### config.mk
export PLATFORM = sky130hd
export DESIGN_NAME = dff_clr_pre_gen
export DESIGN_NICKNAME = d
export VERILOG_FILES = /design/src/rtl/dff_ctrl_pkg.sv /design/src/rtl/dff_clr_pre_gen_rst_sync.sv /design/src/rtl/dff_clr_pre_gen.sv
export SDC_FILE = /design/constraint.sdc
export NUM_CORES = 1
export LEC_CHECK = 0
export CAP_MARGIN = 20
export CORE_MARGIN = 10
export CORE_UTILIZATION = 40
export DETAILED_ROUTE_END_ITERATION = 10
export GPL_ROUTABILITY_DRIVEN = 0
export GPL_TIMING_DRIVEN = 0
export RECOVER_POWER = 25
export SLEW_MARGIN = 20
export SYNTH_ARGS = -nofsm -noshare
export SYNTH_HDL_FRONTEND = slang
export SYNTH_HIERARCHICAL = 1
export SYNTH_SLANG_ARGS = --single-unit
### constraint.sdc
create_clock -name CLK -period 1.5 [get_ports CLK]
set_input_delay 0.3 -clock CLK [delete_from_list [all_inputs] [get_ports CLK]]
set_output_delay 0.3 -clock CLK [all_outputs]
set_load 0.02 [all_outputs]
### src/rtl/dff_ctrl_pkg.sv
// Shared definitions for the DFF clear/preset pin generator.
// Holds the FSM state encoding and the hold-counter width helper.
package dff_ctrl_pkg;

    typedef enum logic [2:0] {
        RST_HOLD = 3'd0,
        IDLE     = 3'd1,
        CLR_ACT  = 3'd2,
        PRE_ACT  = 3'd3,
        GAP      = 3'd4
    } dff_state_e;

    // Bits needed for a counter that must represent 0..hold_cycles without wrapping.
    function automatic int hold_cnt_width(input int hold_cycles);
        return $clog2(hold_cycles + 1);
    endfunction

endpackage

### src/rtl/dff_clr_pre_gen_rst_sync.sv
// Reset synchroniser: asserts asynchronously with CLR low and releases
// SYNC_STAGES rising edges after CLR goes high.
module rst_sync #(
    parameter int SYNC_STAGES = 2
) (
    input  logic CLK,
    input  logic CLR,
    output logic CLR_SYNC
);

    logic [SYNC_STAGES-1:0] sync_r;

    // Shift ones in after release; any CLR low empties the chain at once.
    always_ff @(posedge CLK or negedge CLR) begin
        if (!CLR) begin
            sync_r <= {SYNC_STAGES{1'b0}};
        end else begin
            sync_r <= {sync_r[SYNC_STAGES-2:0], 1'b1};
        end
    end

    assign CLR_SYNC = sync_r[SYNC_STAGES-1];

endmodule

### src/rtl/dff_clr_pre_gen.sv
// Generator for the active-low asynchronous CLR/PRE pins of downstream flops.
// Synchronises master reset release, stretches clear/preset pulses to
// HOLD_CYCLES and never drives both outputs low together.
// Optional: define DFF_CLR_PRE_GEN_CONFLICT_CNT_EN to add CONFLICT_CNT[7:0].
module dff_clr_pre_gen
    import dff_ctrl_pkg::*;
#(
    parameter int SYNC_STAGES = 2,
    parameter int HOLD_CYCLES = 3
) (
    input  logic       CLK,
    input  logic       CLR,
    input  logic       CLR_REQ,
    input  logic       PRE_REQ,
    output logic       CLR_O,
    output logic       PRE_O,
    output logic       BUSY,
    output logic       CONFLICT
`ifdef DFF_CLR_PRE_GEN_CONFLICT_CNT_EN
    ,
    output logic [7:0] CONFLICT_CNT
`endif
);

    localparam int CW = hold_cnt_width(HOLD_CYCLES);
    localparam logic [CW-1:0] HOLD_MAX = CW'(HOLD_CYCLES);
    localparam logic [CW-1:0] CNT_ONE  = CW'(1);
    localparam logic [CW-1:0] CNT_ZERO = CW'(0);

    logic          clr_sync_s;
    dff_state_e    state_r;
    logic [CW-1:0] cnt_r;
    logic          clr_o_r;
    logic          pre_o_r;
    logic          busy_r;
    logic          conflict_r;

    rst_sync #(
        .SYNC_STAGES (SYNC_STAGES)
    ) u_rst_sync (
        .CLK      (CLK),
        .CLR      (CLR),
        .CLR_SYNC (clr_sync_s)
    );

    // Sequencer: reset hold, request arbitration, pulse stretch and break-before-make gap.
    always_ff @(posedge CLK or negedge CLR) begin
        if (!CLR) begin
            state_r    <= RST_HOLD;
            cnt_r      <= CNT_ZERO;
            clr_o_r    <= 1'b0;
            pre_o_r    <= 1'b1;
            busy_r     <= 1'b1;
            conflict_r <= 1'b0;
        end else begin
            conflict_r <= 1'b0;
            case (state_r)
                RST_HOLD: begin
                    // Clear stays low until the synchronised release plus the hold time.
                    if (clr_sync_s) begin
                        if (cnt_r == HOLD_MAX) begin
                            state_r <= IDLE;
                            cnt_r   <= CNT_ZERO;
                            clr_o_r <= 1'b1;
                            busy_r  <= 1'b0;
                        end else begin
                            cnt_r <= cnt_r + CNT_ONE;
                        end
                    end else begin
                        cnt_r <= CNT_ZERO;
                    end
                end
                IDLE: begin
                    // Clear wins when both requests arrive together.
                    if (CLR_REQ) begin
                        state_r    <= CLR_ACT;
                        cnt_r      <= CNT_ONE;
                        clr_o_r    <= 1'b0;
                        pre_o_r    <= 1'b1;
                        busy_r     <= 1'b1;
                        conflict_r <= PRE_REQ;
                    end else if (PRE_REQ) begin
                        state_r <= PRE_ACT;
                        cnt_r   <= CNT_ONE;
                        clr_o_r <= 1'b1;
                        pre_o_r <= 1'b0;
                        busy_r  <= 1'b1;
                    end else begin
                        clr_o_r <= 1'b1;
                        pre_o_r <= 1'b1;
                        busy_r  <= 1'b0;
                    end
                end
                CLR_ACT, PRE_ACT: begin
                    // Counter was loaded with 1 on entry, so HOLD_MAX marks the last low cycle.
                    if (cnt_r == HOLD_MAX) begin
                        state_r <= GAP;
                        cnt_r   <= CNT_ZERO;
                        clr_o_r <= 1'b1;
                        pre_o_r <= 1'b1;
                    end else begin
                        cnt_r <= cnt_r + CNT_ONE;
                    end
                end
                GAP: begin
                    state_r <= IDLE;
                    clr_o_r <= 1'b1;
                    pre_o_r <= 1'b1;
                    busy_r  <= 1'b0;
                end
                default: begin
                    // Corrupted state: fall back to holding downstream flops in clear.
                    state_r <= RST_HOLD;
                    cnt_r   <= CNT_ZERO;
                    clr_o_r <= 1'b0;
                    pre_o_r <= 1'b1;
                    busy_r  <= 1'b1;
                end
            endcase
        end
    end

    assign CLR_O    = clr_o_r;
    assign PRE_O    = pre_o_r;
    assign BUSY     = busy_r;
    assign CONFLICT = conflict_r;

`ifdef DFF_CLR_PRE_GEN_CONFLICT_CNT_EN
    logic [7:0] conflict_cnt_r;

    // Count conflicting requests accepted in IDLE, saturating rather than wrapping.
    always_ff @(posedge CLK or negedge CLR) begin
        if (!CLR) begin
            conflict_cnt_r <= 8'h00;
        end else if ((state_r == IDLE) && CLR_REQ && PRE_REQ && (conflict_cnt_r != 8'hFF)) begin
            conflict_cnt_r <= conflict_cnt_r + 8'h01;
        end else begin
            conflict_cnt_r <= conflict_cnt_r;
        end
    end

    assign CONFLICT_CNT = conflict_cnt_r;
`else
    // Without the counter, the CONFLICT pulse is the only conflict indication.
`endif

endmodule

==> summary.txt, run 1 <==
Global route
  • Number of global-route vias before repair: 400
  • Initial antenna violation count: 0
  • First-pass GRT wire length: 1960 um
  • Largest net degree at the start of global routing: 12
  • GRT overflow: 0
  • Total track usage: 0.0755

Critical path
  • RR Endpoint: state_r[0]
  • R2R setup slack: 0.14 ns
  • Slowest-stage cell, CP: dfstp_2
  • RR Startpoint: cnt_r[0]
  • Crit. End Element: output port
  • CP Buf/Inv Count: 1
  • WP data required: 1.20 ns
  • Slowest stage delay, CP: 0.54 ns
  • Crit-path max FO: 2
  • CP top delay family: flip-flops
  • Crit path arrival time: 1.14 ns
  • Worst R2R Path Depth: 4
  • Worst Path Class, Setup: flop to output port
  • Worst path cell trace: dlygate4sd2_1
  • Crit path launch type: flop

Drt
  • Via count: 444
  • DRC: 0
  • Final ANT Viol Nets: 0
  • Drt pass-1 iters: 2
  • WL final: 1180 um
  • DR WL/cell: 14.5 um
  • First-iteration detailed-routing DRC count: 7
  • Vias/cell: 5.48

Layout
  • Area Overhead vs Synth: 20.0%
  • Layout cells sized above 1: 0.227
  • Non-Filler Instances: 81
  • Final nets: 72
  • Design Area, Final: 692 sq um
  • Storage cell area: 278 sq um
  • Antenna diodes: 0
  • Multi-input gate area: 279 sq um
  • Fillers: 128

Clock tree
  • Max H-tree Level: 1
  • Root buffer cell: clkbuf_4
  • CTS sink cnt: 11
  • Worst-Skew Late Latency: 0.27 ns
  • Postcts setup bufs: 0
  • Post-CTS Hold Buffers: 0
  • CTS tree: built
  • Clk slew on worst S/H paths: 0.07 ns
  • Clk buf depth: 2
  • Cts bufs inserted: 3

Timing
  • Fin crit share: 0.960
  • Final worst path period need: 1.44 ns
  • Setup TNS: 0 ns
  • FMAX: 0.694 GHz
  • Final setup violation count: 0
  • RSZ-0062 raised after global routing: false
  • Final Hold Violating Endpoints: 0
  • Pins Over Slew Limit: 0
  • Worst Skew: 0.000820 ns

Place
  • Dpl cells: 77
  • IO buf count: 7
  • Post-place instance area: 666 sq um
  • Final HPWL DP: 835 um

Synthesis
  • Register area share after synthesis: 0.482
  • Distinct cell type count after synthesis: 32
  • Cells after synthesis: 55
  • Syn Area/Cell: 10.5 sq um
  • Seq cells post-synth: 11
  • Synth area leader: dfrtp_1
  • Synth area leaders: dfrtp_1 (39%), dfstp_2 (9.1%), nor4b_4 (4.1%)
  • Synth top area share: 0.390
  • Count leader, synth: dfrtp_1
  • Synth Flop Type: dfrtp_1
  • Syn_nets: 60
  • Number of synthesized flops with an enable pin: 0
  • Post-Syn Area: 577 sq um
  • Async S/R FF share, synth: 1.00
  • Synth Warn #: 6
  • Top cells by count, synth: dfrtp_1 (9), nor2_1 (5), a21oi_1 (4), o21ai_1 (3)

Power and ir drop
  • Leak: 0.287 nW
  • Total Power: 1.20 mW
  • Power Density: 1740 mW/mm^2
  • Peak supply drop: 0.000646 V

Hold path
  • Hold crit path type: flop to flop
  • Worst Hold Endpoint: u_rst_sync/sync_r[1]
  • Hold path depth: 0
  • Hold path startpoint: u_rst_sync/sync_r[0]

Outcome
  • Status: complete, no violations

Flow run
  • # Max-Cap Violations: 0

Floorplan
  • Core Rows: 13
  • Initial Util: 0.432
  • # IOs: 8
  • Chip width: 58.0 um
  • Die Ht: 58.0 um
  • Die Area: 0.00336 sq mm
  • Total core area: 0.00133 sq mm
## registers in the layout, indices dropped and copies added (netlist names)
signal	cells
state_r	3
cnt_r	2
u_rst_sync/sync_r	2
BUSY	1
CLR_O	1
CONFLICT	1
PRE_O	1
## cells in the final DEF, fill, tap and decap left out, types with 2 or more instances in the layout
master and n:
a21oi_1 4, buf_2 2, dfstp_2 2, dlygate4sd2_1 4, clkbuf_4 3, inv_1 2, clkdlybuf4s50_1 2, a211oi_1 2
dfrtp_1 9, nand2_1 2, o21ai_1 3, nor2_1 5
## routing by layer
metal  vias up  wire [um]  global-route usage
li1        219          -                   -
met1       212        584              0.0978
met2         8        514               0.104
met3         5         44              0.0218
met4         0         34              0.0503
met5         -          0                   0
## what timing repair did
item                       CTS  global route
setup endpoints to repair    4             1
hold endpoints to repair     0             0
pin swaps                    0             0
gates cloned                 0             0
resized for setup            4             2
## worst max path at each step
stage / startpoint / endpoint / cells past startpoint
2_1_floorplan: cnt_r[0] / state_r[0] / 4
3_3_place_gp: CLR_REQ / cnt_r[1] / 4
3_5_place_dp: CLR_REQ / cnt_r[1] / 4
4_1_cts: PRE_O / PRE_O / 1
5_1_grt: PRE_O / PRE_O / 1
6_report: PRE_O / PRE_O / 1
## power breakdown
| part | total [mW] | internal, mW | leakage (nW) | switching (mW) |
|---|---|---|---|---|
| clock network | 0.208 | 0.103 | 0.0150 | 0.104 |
| logic | 0.522 | 0.242 | 0.139 | 0.280 |
| registers | 0.472 | 0.399 | 0.133 | 0.0730 |
| total | 1.20 | 0.744 | 0.287 | 0.457 |
## cell families (layout without fill, tap and decap cells)
family,after synthesis,after routing,synth area share
flip-flops,11,11,0.482
AO/OA/AOI/OAI,18,18,0.221
other,1,1,0.00650
AND/OR/NAND/NOR,19,19,0.226
adder cells (fa/ha/maj),1,1,0.0217
buffers and inverters,5,16,0.0434
## layout make-up
| class | count | area share |
|---|---|---|
| clock buffer | 4 | 0.0380 |
| buffer | 3 | 0.0253 |
| sequential | 11 | 0.401 |
| timing repair buffer | 7 | 0.0940 |
| tap | 15 | 0.0271 |
| inverter | 2 | 0.0108 |
| multi-input combinational | 39 | 0.403 |
## stage by stage
step | setup slack, ns | utilization | hold slack (ns)
6_report | 0.0597 | 0.519 | 0.354
5_1_grt | 0.0293 | 0.519 | 0.361
4_1_cts | 0.0422 | 0.515 | 0.355
3_5_place_dp | 0.0240 | 0.499 | 0.339
3_3_place_gp | 0.00876 | 0.499 | 0.332
2_1_floorplan | 0.243 | - | 0.00441
No activity file was read; power rests on OpenSTA's default activity.
==> run 2, diff against run 1 <==
- SKIP_CTS_REPAIR_TIMING: not set -> 1
- clock period: 1.5 -> 1.2 ns (I/O delays scaled with it)
==> run 2 against run 1 <==
Net effect:
- the run now ends with negative setup slack left
- cell count grew 1.2%
- clock power is 26% higher
- core utilization grew 3.5 points
- sequential share of layout area decreased by 2.3 points
- highest routed layer unchanged
- largest cell class unchanged
- sequential power up 28%
- via count up 1.4%
- count of clock-buffer cells in the layout unchanged
- largest power group unchanged
- register-to-register slack got worse by 0.15 ns
- critical path depth is the same
==> summary.txt, run 2 (synthesis gave the netlist of run 1 again) <==
Power and ir drop
  • Power Density: 2220 mW/mm^2 (+28%)
  • Leak: 0.318 nW (+11%)
  • Gate power share: 0.471 (+0.037)
  • Clock power share: 0.160 (-0.013)
  • Peak supply drop: 0.000996 V (+54%)
  • Internal: 1.02 mW (+37%)
  • Switching Share: 0.379 (-0.00188)
  • Seq pwr share: 0.369 (-0.024)
  • Switch Pwr: 622 uW (+36%)

Layout
  • Final nets: 73 (+1.4%)
  • Layout Utilization: 0.553 (+0.0347)
  • Antenna diodes: 0 (unchanged)
  • Flip-flop count of the largest register after layout: 3 (unchanged)
  • Fillers: 126 (-1.6%)
  • Most common cell after layout, fill and taps aside: dfrtp_1
  • Layout cells sized above 1: 0.328 (+0.101)
  • Leading cell types in the layout, fill and taps excluded: dfrtp_1 (8), nor2_1 (5), a21oi_1 (4)
  • Largest register by flop count: state_r
  • Area Overhead vs Synth: 28.0%
  • Top Registers: state_r: 3 flops, cnt_r: 2 flops, u_rst_sync/sync_r: 2 flops
  • Non-Filler Instances: 82 (+1.2%)

Critical path
  • CP Depth: 1 (unchanged)
  • CP Buf/Inv Count: 1 (unchanged)
  • CP top delay family: flip-flops
  • Worst Path Class, Setup: flop to output port
  • Slowest-stage cell, CP: dfstp_2
  • WP data required: 0.96 ns (-0.24 ns)
  • Worst path cell trace: clkbuf_2
  • Slowest stage delay, CP: 0.54 ns (about the same)
  • Crit path launch type: flop
  • Worst R2R Path Depth: 4 (unchanged)
  • Crit-path max FO: 2 (unchanged)
  • RR Startpoint: cnt_r[0]
  • Crit. End Element: output port
  • RR Endpoint: state_r[0]
  • R2R setup slack: -0.01 ns (-0.15 ns)
  • Crit path arrival time: 0.98 ns (-0.16 ns)

Floorplan
  • Initial Util: 0.432 (unchanged)
  • Die Area: 0.00336 sq mm (unchanged)
  • # IOs: 8 (unchanged)
  • Chip width: 58.0 um (unchanged)
  • Core Rows: 13 (unchanged)
  • Total core area: 0.00133 sq mm (unchanged)
  • Die Ht: 58.0 um (unchanged)

Global route
  • Total track usage: 0.0777 (+0.00219)
  • Met3 Use GR: 0.0545 (+0.0327)
  • Initial antenna violation count: 0 (unchanged)
  • Met2 Track Usage GR: 0.110 (+0.00613)
  • Number of global-route vias before repair: 423 (+5.8%)
  • First-pass GRT wire length: 2020 um (+3.2%)
  • Largest net degree at the start of global routing: 12 (unchanged)
  • GRT overflow: 0 (unchanged)
  • GRT Max-Usage Layer: met2
  • Met1 Use GR: 0.0845 (-0.0133)

Drt
  • Final ANT Viol Nets: 0 (unchanged)
  • WL final: 1240 um (+5.7%)
  • Drt pass-1 iters: 4 (+2)
  • Via count: 450 (+1.4%)
  • DR WL/cell: 15.2 um (+4.4%)
  • First-iteration detailed-routing DRC count: 6 (-1)
  • DRC: 0 (unchanged)
  • Vias/cell: 5.49 (+0.12%)

Timing
  • Pins Over Slew Limit: 0 (unchanged)
  • Fin crit share: 1.01
  • Worst Skew: 0.0152 ns (+0.0144 ns)
  • Final worst path period need: 1.22 ns
  • Worst-Margin Slew: 0.502 ns
  • Final setup violation count: 2 (+2)
  • Final Worst Setup Slack: -0.0155 ns (-0.0752 ns)
  • FMAX: 0.823 GHz
  • Slew HR: 0.664
  • RSZ-0062 raised after global routing: true
  • Final Hold Violating Endpoints: 0 (unchanged)

Clock tree
  • Worst-Skew Late Latency: 0.28 ns (about the same)
  • Clk slew on worst S/H paths: 0.08 ns (about the same)
  • CTS tree: built
  • CTS sink cnt: 11 (unchanged)
  • Root buffer cell: clkbuf_4
  • Max H-tree Level: 1 (unchanged)
  • Clk buf depth: 2 (unchanged)
  • Cts bufs inserted: 3 (unchanged)

Flow run
  • # Max-Cap Violations: 0 (unchanged)

Outcome
  • Status: finished with violations
  • Violated checks: negative setup slack

Hold path
  • Hold crit path type: input port to async pin

Place
  • Dpl cells: 77 (unchanged)
  • Final HPWL DP: 844 um (+1.1%)
  • IO buf count: 7 (unchanged)
run 2: cell count changes in the layout (fill, tap and decap cells not counted), sizes merged:
cell | previous run | this run
dlygate4sd2 | 4 | 0
buf | 3 | 5
clkbuf | 4 | 5
dlymetal6s2s | 0 | 2
run 2: metrics by stage:
stage / power [mW] / hold slack [ns] / instance area, sq um / setup WS [ns] / TNS [ns]
2_1_floorplan: 1.09 / -0.0556 / 587 / 0.0449 / 0
3_3_place_gp: 1.30 / 0.340 / 676 / -0.199 / -1.06
3_5_place_dp: 1.30 / 0.346 / 676 / -0.197 / -1.10
4_1_cts: 1.57 / 0.308 / 702 / -0.466 / -1.70
5_1_grt: 1.77 / 0.362 / 738 / -0.0723 / -0.127
6_report: 1.64 / 0.353 / 738 / -0.0155 / -0.0245
run 2: area by class of cell:
type | count | area, sq um | area share
buffer | 3 | 17.5 | 0.0237
timing repair buffer | 8 | 78.8 | 0.107
clock buffer | 4 | 26.3 | 0.0356
sequential | 11 | 279 | 0.378
tap | 15 | 18.8 | 0.0254
inverter | 2 | 7.51 | 0.0102
multi-input combinational | 39 | 310 | 0.420
run 2: how the worst max path moves through the flow:
stage | startpoint | end | slack, ns
4_1_cts | PRE_O | PRE_O | -0.47
3_5_place_dp | CLR_REQ | cnt_r[1] | -0.20
3_3_place_gp | CLR_REQ | cnt_r[1] | -0.20
6_report | PRE_O | PRE_O | -0.02
2_1_floorplan | cnt_r[0] | state_r[0] | 0.04
5_1_grt | cnt_r[0] | state_r[0] | -0.07
run 2: metal layers:
layer,share of wire,routed length (um)
met5,0,0
met4,0.023,29
met2,0.43,532
met1,0.46,574
met3,0.087,108
run 2: power by group through the flow:
stage,sequential [mW],combinational (mW),clock (mW)
after floorplan,0.643,0.452,0
after global placement,0.599,0.698,0
after detailed placement,0.604,0.697,0
after CTS,0.597,0.704,0.273
after global routing,0.621,0.859,0.292
final,0.606,0.773,0.263
==> run 3, diff against run 2 <==
- CORE_AREA: not set -> 10 10 47 49
- CORE_MARGIN: 10 -> not set
- CORE_UTILIZATION: 40 -> not set
- DIE_AREA: not set -> 0 0 57 59
- PLACE_DENSITY: not set -> 0.68
==> run 3 against run 2 <==
Net effect:
- the flow now finishes without violations
- via count is 0.89% lower
- highest routed layer unchanged
- largest power group unchanged
- largest cell class unchanged
- worst setup slack better by 0.025 ns
- global-route usage is 0.65 points higher
- sequential share of layout area grew 0.27 points
- register-to-register slack gained 0.02 ns
- sequential power increased by 3%
- cell count is 1.2% higher
==> summary.txt, run 3 (synthesis gave the netlist of run 1 again) <==
Critical path
  • Crit path launch type: flop
  • Crit-path max FO: 6 (+4)
  • WP data required: 1.37 ns (+0.41 ns)
  • Worst Path Class, Setup: flop to flop
  • Crit path arrival time: 1.36 ns (+0.38 ns)
  • Crit. End Element: flop

Timing
  • Worst Skew: 0.00363 ns (-0.0116 ns)
  • Final setup violation count: 0 (-2)
  • Final Hold Violating Endpoints: 0 (unchanged)
  • Pins Over Slew Limit: 0 (unchanged)
  • Fin crit share: 0.992 (-0.0205)
  • Final worst path period need: 1.19 ns (-0.0246 ns)
  • FMAX: 0.840 GHz (+2.1%)
  • RSZ-0062 raised after global routing: true

Power and ir drop
  • Peak supply drop: 0.000821 V (-18%)
  • Total Power: 1.64 mW (+0.19%)
  • Leak: 0.308 nW (-3.0%)
  • Power Density: 2220 mW/mm^2 (about the same)

Floorplan
  • Die Ht: 59 um (+1.8%)
  • Total core area: 0.00140 sq mm (+5.1%)
  • Core Rows: 14 (+1)
  • # IOs: 8 (unchanged)
  • Initial Util: 0.412 (-0.0209)
  • Chip width: 57 um (-1.7%)
  • Die Area: 0.00336 sq mm (about the same)

Place
  • Final HPWL DP: 929 um (+10%)
  • IO buf count: 7 (unchanged)
  • Dpl cells: 78 (+1.3%)

Hold path
  • Hold crit path type: flop to flop

Global route
  • Total track usage: 0.0842 (+0.00647)
  • GRT overflow: 0 (unchanged)
  • Largest net degree at the start of global routing: 12 (unchanged)
  • Number of global-route vias before repair: 464 (+9.7%)
  • Initial antenna violation count: 0 (unchanged)
  • First-pass GRT wire length: 2260 um (+12%)

Clock tree
  • Root buffer cell: clkbuf_4
  • Cts bufs inserted: 3 (unchanged)
  • Worst-Skew Late Latency: 0.26 ns (-0.02 ns)
  • Clk buf depth: 2 (unchanged)
  • CTS sink cnt: 11 (unchanged)
  • CTS tree: built
  • Max H-tree Level: 1 (unchanged)
  • Clk slew on worst S/H paths: 0.07 ns (about the same)

Layout
  • Area Overhead vs Synth: 28.2%
  • Antenna diodes: 0 (unchanged)
  • Top Registers: state_r: 3 flops, cnt_r: 2 flops, u_rst_sync/sync_r: 2 flops
  • Layout cells sized above 1: 0.358 (+0.0299)
  • Final nets: 73 (unchanged)
  • Non-Filler Instances: 83 (+1.2%)
  • Flip-flop count of the largest register after layout: 3 (unchanged)
  • Leading cell types in the layout, fill and taps excluded: dfrtp_1 (6), buf_4 (5), nor2_1 (5)
  • Largest register by flop count: state_r
  • Most common cell after layout, fill and taps aside: dfrtp_1

Drt
  • Final ANT Viol Nets: 0 (unchanged)
  • DRC: 0 (unchanged)
  • WL final: 1300 um (+4.7%)
  • Vias/cell: 5.37 (-2.1%)
  • Via count: 446 (-0.89%)
  • Drt pass-1 iters: 4 (unchanged)
  • First-iteration detailed-routing DRC count: 12 (+6)
  • DR WL/cell: 15.7 um (+3.5%)

Flow run
  • # Max-Cap Violations: 0 (unchanged)

Outcome
  • Status: complete, no violations
[run 3: cell count changes in the layout (fill, tap and decap cells not counted), sizes merged]
cell,before,now
clkbuf,5,4
buf,5,6
[run 3: stage by stage]
step / instance area, sq um / util / setup slack, ns / setup TNS, ns / hold slack [ns]
detailed placement: 677 / 0.483 / -0.247 / -1.20 / 0.337
global route: 739 / 0.528 / -0.0426 / -0.0540 / 0.360
floorplan: 587 / - / 0.0449 / 0 / -0.0556
finish: 739 / 0.528 / 0.00918 / 0 / 0.350
CTS: 703 / 0.502 / -0.466 / -1.70 / 0.312
global placement: 677 / 0.483 / -0.216 / -0.956 / 0.334
[run 3: final cells by class]
cell class | instances | area, sq um
sequential | 11 | 282
tap | 16 | 20.0
buffer | 2 | 12.5
timing repair buffer | 9 | 85.1
fill | 122 | 662
inverter | 2 | 7.51
multi-input combinational | 39 | 307
clock buffer | 4 | 26.3
[run 3: worst max-delay path, stage by stage, from the launching register on]
cell and delay [ns]:
dfrtp_2 0.43, ha_4 0.19, nand2b_4 0.16, o21a_1 0.12, o32ai_2 0.19
[run 3: worst paths after layout]
kind | from | end | slack [ns] | cells after the start
max | cnt_r[0] | state_r[0] | 0.009 | 4
min | u_rst_sync/sync_r[0] | u_rst_sync/sync_r[1] | 0.35 | 0
max reg2reg | cnt_r[0] | state_r[0] | 0.009 | 4
min reg2reg | u_rst_sync/sync_r[0] | u_rst_sync/sync_r[1] | 0.35 | 0
max in group asynchronous | CLR | state_r[0] | 0.47 | 1
min in group asynchronous | CLR | CONFLICT | 0.37 | 1
[run 3: power breakdown]
part	total (mW)	internal [mW]	switching [mW]	leakage, nW
clock	0.244	0.128	0.116	0.0150
combinational	0.778	0.399	0.378	0.164
sequential	0.623	0.507	0.116	0.129
[run 3: layer usage]
metal / GRT usage / share of wire / vias up
li1: - / - / 221
met3: 0.00858 / 0.018 / 2
met2: 0.138 / 0.51 / 8
met1: 0.0963 / 0.45 / 215
met5: 0 / 0 / -
met4: 0.0705 / 0.018 / 0
